$ cat config.mk
export PLATFORM = sky130hd
export DESIGN_NAME = dz_count_ctrl_flat
export DESIGN_NICKNAME = d
export VERILOG_FILES = /design/src/rtl/dz_count_if.sv /design/src/rtl/dz_count_ctrl.sv /design/src/flat_wrapper.sv
export SDC_FILE = /design/constraint.sdc
export NUM_CORES = 1
export LEC_CHECK = 0
export ABC_AREA = 0
export CAP_MARGIN = 20
export CORE_MARGIN = 5
export CORE_UTILIZATION = 49
export DETAILED_ROUTE_END_ITERATION = 16
export GPL_TIMING_DRIVEN = 0
export PLACE_DENSITY = 0.81
export SLEW_MARGIN = 20
export SYNTH_ARGS = -nofsm -noshare
export SYNTH_HDL_FRONTEND = slang
export SYNTH_SLANG_ARGS = --single-unit
$ cat constraint.sdc
create_clock -name clk -period 2 [get_ports clk]
set_input_delay 0.4 -clock clk [delete_from_list [all_inputs] [get_ports clk]]
set_output_delay 0.4 -clock clk [all_outputs]
set_load 0.01 [all_outputs]
$ cat src/rtl/dz_count_if.sv
// dz_count_if: control/display bundle for the countdown sequencer.
//   start_p, pause_p, clr_p : single-cycle command pulses into the sequencer
//   num                     : 3-bit digit code to the display (3'd7 = blank)
//   running                 : high while counting
//   done                    : one-cycle pulse when the count reaches 0
// master = command source (e.g. button front end), slave = dz_count_ctrl.
interface dz_count_if;
    logic       start_p;
    logic       pause_p;
    logic       clr_p;
    logic [2:0] num;
    logic       running;
    logic       done;

    modport master (output start_p, pause_p, clr_p, input num, running, done);
    modport slave  (input start_p, pause_p, clr_p, output num, running, done);
endinterface

$ cat src/rtl/dz_count_ctrl.sv
// dz_count_ctrl: countdown sequencer for the 8x8 dot-matrix digit display.
// Counts from START_VAL down to 0, one step every TICK_DIV clocks, with
// start / pause / clear pulse controls (priority clr > start > pause).
// Ports:
//   clk  : 1 kHz display clock
//   rst  : asynchronous active-high reset
//   bus  : dz_count_if.slave (start_p, pause_p, clr_p in; num, running, done out)
// Optional feature: define DZ_CTRL_BLINK_EN to blink the final 0 digit
// (0 / blank alternating every TICK_DIV/2 cycles while in DONE).
module dz_count_ctrl #(
    parameter int TICK_DIV  = 1000,
    parameter int START_VAL = 5
) (
    input  logic       clk,
    input  logic       rst,
    dz_count_if.slave  bus
);

    localparam int         PW         = $clog2(TICK_DIV);
    localparam logic [2:0] SV         = 3'(START_VAL);
    localparam bit         ZERO_START = (START_VAL == 0);

    typedef enum logic [1:0] {IDLE, RUN, PAUSE, DONE} state_t;

    state_t        state_q, state_n;
    logic [PW-1:0] pre_q, pre_n;
    logic [2:0]    cnt_q, cnt_n;
    logic [2:0]    num_q, num_n;
    logic          running_q;
    logic          done_q, done_n;

    // Next-state / datapath
    always_comb begin
        state_n = state_q;
        pre_n   = pre_q;
        cnt_n   = cnt_q;
        done_n  = 1'b0;
        if (bus.clr_p) begin
            state_n = IDLE;
            cnt_n   = SV;
            pre_n   = '0;
        end else if (bus.start_p) begin
            cnt_n = SV;
            pre_n = '0;
            // A zero preset has nothing to count: finish immediately, but do
            // not re-pulse done if we are already sitting in DONE.
            if (ZERO_START) begin
                state_n = DONE;
                done_n  = (state_q != DONE);
            end else begin
                state_n = RUN;
            end
        end else begin
            case (state_q)
                RUN: begin
                    if (pre_q == PW'(TICK_DIV - 1)) begin
                        pre_n = '0;
                        cnt_n = cnt_q - 3'd1;
                        // Reaching 0 takes precedence over a coincident pause.
                        if (cnt_n == 3'd0) begin
                            state_n = DONE;
                            done_n  = 1'b1;
                        end else if (bus.pause_p) begin
                            state_n = PAUSE;
                        end
                    end else begin
                        pre_n = pre_q + 1'b1;
                        if (bus.pause_p) state_n = PAUSE;
                    end
                end
                PAUSE: if (bus.pause_p) state_n = RUN;
                default: ;
            endcase
        end
    end

`ifdef DZ_CTRL_BLINK_EN
    localparam int HALF = TICK_DIV / 2;
    localparam int HW   = (HALF > 1) ? $clog2(HALF) : 1;

    logic [HW-1:0] half_q, half_n;
    logic          phase_q, phase_n;

    // Half-period counter restarts on DONE entry so the blink always opens
    // with a full half-period of 0.
    always_comb begin
        half_n  = '0;
        phase_n = 1'b0;
        if (state_q == DONE && state_n == DONE) begin
            if (half_q == HW'(HALF - 1)) begin
                phase_n = ~phase_q;
            end else begin
                half_n  = half_q + 1'b1;
                phase_n = phase_q;
            end
        end
    end

    always_ff @(posedge clk or posedge rst) begin
        if (rst) begin
            half_q  <= '0;
            phase_q <= 1'b0;
        end else begin
            half_q  <= half_n;
            phase_q <= phase_n;
        end
    end

    assign num_n = (state_n == DONE && phase_n) ? 3'd7 : cnt_n;
`else
    assign num_n = cnt_n;
`endif

    always_ff @(posedge clk or posedge rst) begin
        if (rst) begin
            state_q   <= IDLE;
            pre_q     <= '0;
            cnt_q     <= SV;
            num_q     <= SV;
            running_q <= 1'b0;
            done_q    <= 1'b0;
        end else begin
            state_q   <= state_n;
            pre_q     <= pre_n;
            cnt_q     <= cnt_n;
            num_q     <= num_n;
            running_q <= (state_n == RUN);
            done_q    <= done_n;
        end
    end

    assign bus.num     = num_q;
    assign bus.running = running_q;
    assign bus.done    = done_q;

endmodule

$ cat src/flat_wrapper.sv
// flat-port wrapper written by rule: the top's interface ports become plain ports
module dz_count_ctrl_flat 
#(
    parameter int TICK_DIV  = 1000,
    parameter int START_VAL = 5
)
  (clk, rst, bus_start_p, bus_pause_p, bus_clr_p, bus_num, bus_running, bus_done);
  dz_count_if bus_i ();
  input  logic clk;
  input  logic rst;
  input wire logic [$bits(bus_i.start_p)-1:0] bus_start_p;
  input wire logic [$bits(bus_i.pause_p)-1:0] bus_pause_p;
  input wire logic [$bits(bus_i.clr_p)-1:0] bus_clr_p;
  output wire logic [$bits(bus_i.num)-1:0] bus_num;
  output wire logic [$bits(bus_i.running)-1:0] bus_running;
  output wire logic [$bits(bus_i.done)-1:0] bus_done;
  assign bus_i.start_p = bus_start_p;
  assign bus_i.pause_p = bus_pause_p;
  assign bus_i.clr_p = bus_clr_p;
  assign bus_num = bus_i.num;
  assign bus_running = bus_i.running;
  assign bus_done = bus_i.done;
  dz_count_ctrl #(.TICK_DIV(TICK_DIV), .START_VAL(START_VAL)) u_core (.clk(clk), .rst(rst), .bus(bus_i));
endmodule
==> impl_metrics.ini <==
[sta]
relSlewSlack = 0.565
hold_viol_final = 0
timing.final.max_slew_violations = 0
worstMarginPinSlew_ps = 651
finalCritPeriodShare = 0.982
clock_skew_ps = 10.0
setup_violations = 0
clock.fmax_mhz = 509
finalCriticalPeriod_ps = 1960

[cells_and_area]
layoutNonFillerInstCount = 141
layout-drive-gt1-share = 0.158
signed_area_change_from_the_synthesized_netlist_to_the_final_layout_pct = 21.1
final_net_count = 125
n_antenna_cell = 0
layout.filler_cells = 167
post-route-util = 0.605

[floorplanning]
fp.dieH_um = 54.1
floorplan.rows = 16
fp.dieArea_um2 = 2920
placeableCoreArea_um2 = 1900
effective_utilization_at_floorplan = 0.500
pin_count = 10
overall_die_width_um = 54.1

[logic_synthesis]
synth_compound_area_frac = 0.100
synth_cell_area_um2 = 951
syn_inst = 99
synth.distinct_cells = 34
dominantRegCellSynth = sky130_fd_sc_hd__dfrtp_1
yosys.area_share.simple = 0.255
synth.yosys.seq_area_share = 0.450
muxShareOfSynthArea = 0
synth-xor-area-share = 0.0829
synthDominantCellAreaShare = 0.395
synth-edff-count = 0
synth.area.top_cells = sky130_fd_sc_hd__dfrtp_1 39%, sky130_fd_sc_hd__ha_1 6.6%, sky130_fd_sc_hd__xor2_1 6.4%, sky130_fd_sc_hd__dfstp_2 5.5%, sky130_fd_sc_hd__nor3_1 3.2%
fraction_of_registers_with_async_set_reset = 1.00
synthesis.area_per_instance_um2 = 9.61
netlist.top_cell.by_area = sky130_fd_sc_hd__dfrtp_1
syn_nets = 109
total_of_flip_flops_plus_latches_after_synthesis = 17
synth_top_family_by_area = simple AND/OR/NAND/NOR gates
ys_warn_count = 0
synth-adder-area-share = 0.0658

[setup_path]
cp_max_fo = 6
crit_path_start_kind = register
startpoint_to_endpoint_class_of_the_critical_path = register to register
critical_path_data_arrival_time_ps = 2200
endpoint_required_time_on_the_critical_path_ps = 2230
critPathCaptureType = register
setup.reg_to_reg.worst_slack_ps = 40

[status]
run_status = finished clean

[global_route]
grt_pass1_vias = 722
grt-ovfl-total = 0
globalRouteTotalUtil = 0.152
grt_start_max_net_pins = 18
grt_pass1_wl_mm = 3.14
antenna_violations_before_repair = 0

[detailed_routing]
routed_wl_mm = 1.99
drt-vias-per-instance = 5.36
antenna_violating_nets_post_route = 0
routed_wire_length_per_instance_um = 14.1
routed-via-count = 756
drc = 0
detailedRoute.firstPassIterationCount = 4
starting_drc_count_in_detailed_routing = 14

[clock_network]
htree_levels = 1
worst_setup_hold_path_clk_slew_ps = 110
cts_num_sinks = 17
clock_tree.buffer_depth = 2
cts_made_buffers = 3
cts-root-buf = sky130_fd_sc_hd__clkbuf_4
tritoncts = done
cts.hold.buffers_added = 0
insertion_delay_ps = 310

[flow_run]
cap_violations = 0

[placed_design]
dp_hpwl_mm = 1.35
place_congestion = 0.865
numPortBuffers = 9
dp_cells = 135

[power]
power.leakage_nw = 0.484
pwr_density_cell_nw_per_um2 = 525
power.ir.vdd_worst_v = 0.000418

[hold_path]
min_path_type = input pin to async pin
[through the flow]
step / cell area [µm²] / hold WS, ps / setup slack, ps / power (mW) / setup TNS [ps]
2_1_floorplan: 951 / 325 / 104 / 0.392 / 0
3_3_place_gp: 1070 / 544 / -118 / 0.413 / -223
3_5_place_dp: 1070 / 560 / -146 / 0.416 / -391
4_1_cts: 1130 / 499 / 10.5 / 0.606 / 0
5_1_grt: 1150 / 531 / -22.0 / 0.631 / -22.0
6_report: 1150 / 475 / 35.1 / 0.605 / 0
[report_power, final]
part | switching (mW) | leakage (nW) | internal, mW | total, mW
logic | 0.0352 | 0.239 | 0.0262 | 0.0614
clock network | 0.116 | 0.0177 | 0.0747 | 0.191
registers | 0.00345 | 0.227 | 0.349 | 0.352
[worst max-delay path: stages, from the launching register on]
cell and delay [ps]:
sky130_fd_sc_hd__dfrtp_1 410, sky130_fd_sc_hd__ha_4 180, sky130_fd_sc_hd__nand4b_1 110, sky130_fd_sc_hd__or3_1 350
sky130_fd_sc_hd__buf_2 160, sky130_fd_sc_hd__or4_4 520, sky130_fd_sc_hd__a22oi_1 160
[routing by layer]
metal	global-route usage	share of wire	up-vias
li1	-	-	380
met2	0.270	0.49	13
met4	0.0581	0.014	0
met5	0	0	-
met3	0.0332	0.040	2
met1	0.177	0.45	361
[placed cells by master, fill, tap and decap left out, types with 3 or more instances in the layout]
| cell type | Yosys | final |
|---|---|---|
| sky130_fd_sc_hd__nor2_1 | 4 | 4 |
| sky130_fd_sc_hd__inv_1 | 7 | 7 |
| sky130_fd_sc_hd__nor2b_1 | 3 | 3 |
| sky130_fd_sc_hd__nor3_1 | 6 | 6 |
| sky130_fd_sc_hd__ha_1 | 5 | 3 |
| sky130_fd_sc_hd__a21oi_1 | 3 | 3 |
| sky130_fd_sc_hd__nand4_1 | 3 | 3 |
| sky130_fd_sc_hd__dfrtp_1 | 15 | 15 |
| sky130_fd_sc_hd__clkbuf_4 | 0 | 4 |
| sky130_fd_sc_hd__nand2_1 | 8 | 8 |
| sky130_fd_sc_hd__xor2_1 | 7 | 7 |
| sky130_fd_sc_hd__clkdlybuf4s50_1 | 0 | 9 |
| sky130_fd_sc_hd__nand3_1 | 4 | 4 |
[cell families after synthesis]
group / after synthesis
flip-flops: 17
AND/OR/NAND/NOR: 43
XOR/XNOR: 9
buffers and inverters: 11
adder cells (fa/ha/maj): 5
AO/OA/AOI/OAI: 14
[cell type report]
cell class | instances | area, µm² | share of cell area
inverters | 7 | 26.3 | 0.0228
plain buffers | 4 | 21.3 | 0.0185
clock inverters | 1 | 5.00 | 0.00435
multi-input cells | 71 | 509 | 0.442
repair buffers | 11 | 105 | 0.0913
flip-flops and latches | 17 | 428 | 0.372
well taps | 27 | 33.8 | 0.0293
clock buffers | 3 | 22.5 | 0.0196
[sequential cells by signal (all words and copies together) (netlist names)]
name,flops
u_core.bus.done,1
u_core.bus.running,1
u_core.cnt_q,3
u_core.pre_q,10
u_core.state_q,2
[synthesized netlist by cell type, types with 2 or more instances]
cell type,count
sky130_fd_sc_hd__dfrtp_1,15
sky130_fd_sc_hd__nand2_1,8
sky130_fd_sc_hd__inv_1,7
sky130_fd_sc_hd__xor2_1,7
sky130_fd_sc_hd__nor3_1,6
sky130_fd_sc_hd__ha_1,5
sky130_fd_sc_hd__nand3_1,4
sky130_fd_sc_hd__nor2_1,4
sky130_fd_sc_hd__a21oi_1,3
sky130_fd_sc_hd__nand4_1,3
sky130_fd_sc_hd__nor2b_1,3
sky130_fd_sc_hd__a211oi_1,2
sky130_fd_sc_hd__a31oi_1,2
sky130_fd_sc_hd__and2_1,2
sky130_fd_sc_hd__buf_2,2
sky130_fd_sc_hd__clkbuf_1,2
sky130_fd_sc_hd__dfstp_2,2
sky130_fd_sc_hd__nand3b_1,2
sky130_fd_sc_hd__nor4_1,2
sky130_fd_sc_hd__o21ai_0,2
sky130_fd_sc_hd__or3_1,2
sky130_fd_sc_hd__xnor2_1,2
[worst paths after layout]
kind / to / start / depth (start not counted)
worst max-delay path: u_core.bus.running / u_core.pre_q[0] / 6
min in group clk: u_core.cnt_q[1] / u_core.cnt_q[1] / 2
worst min-delay path: u_core.bus.done / rst / 2
max in group asynchronous: u_core.pre_q[1] / rst / 2
worst min register to register: u_core.cnt_q[1] / u_core.cnt_q[1] / 2
worst max register to register: u_core.bus.running / u_core.pre_q[0] / 6
[timing repair]
item,CTS,global route
endpoints found under the setup margin,9,9
gates cloned,0,0
gates resized for setup,4,4
setup buffers,1,1
No activity file was read; power rests on OpenSTA's default activity.
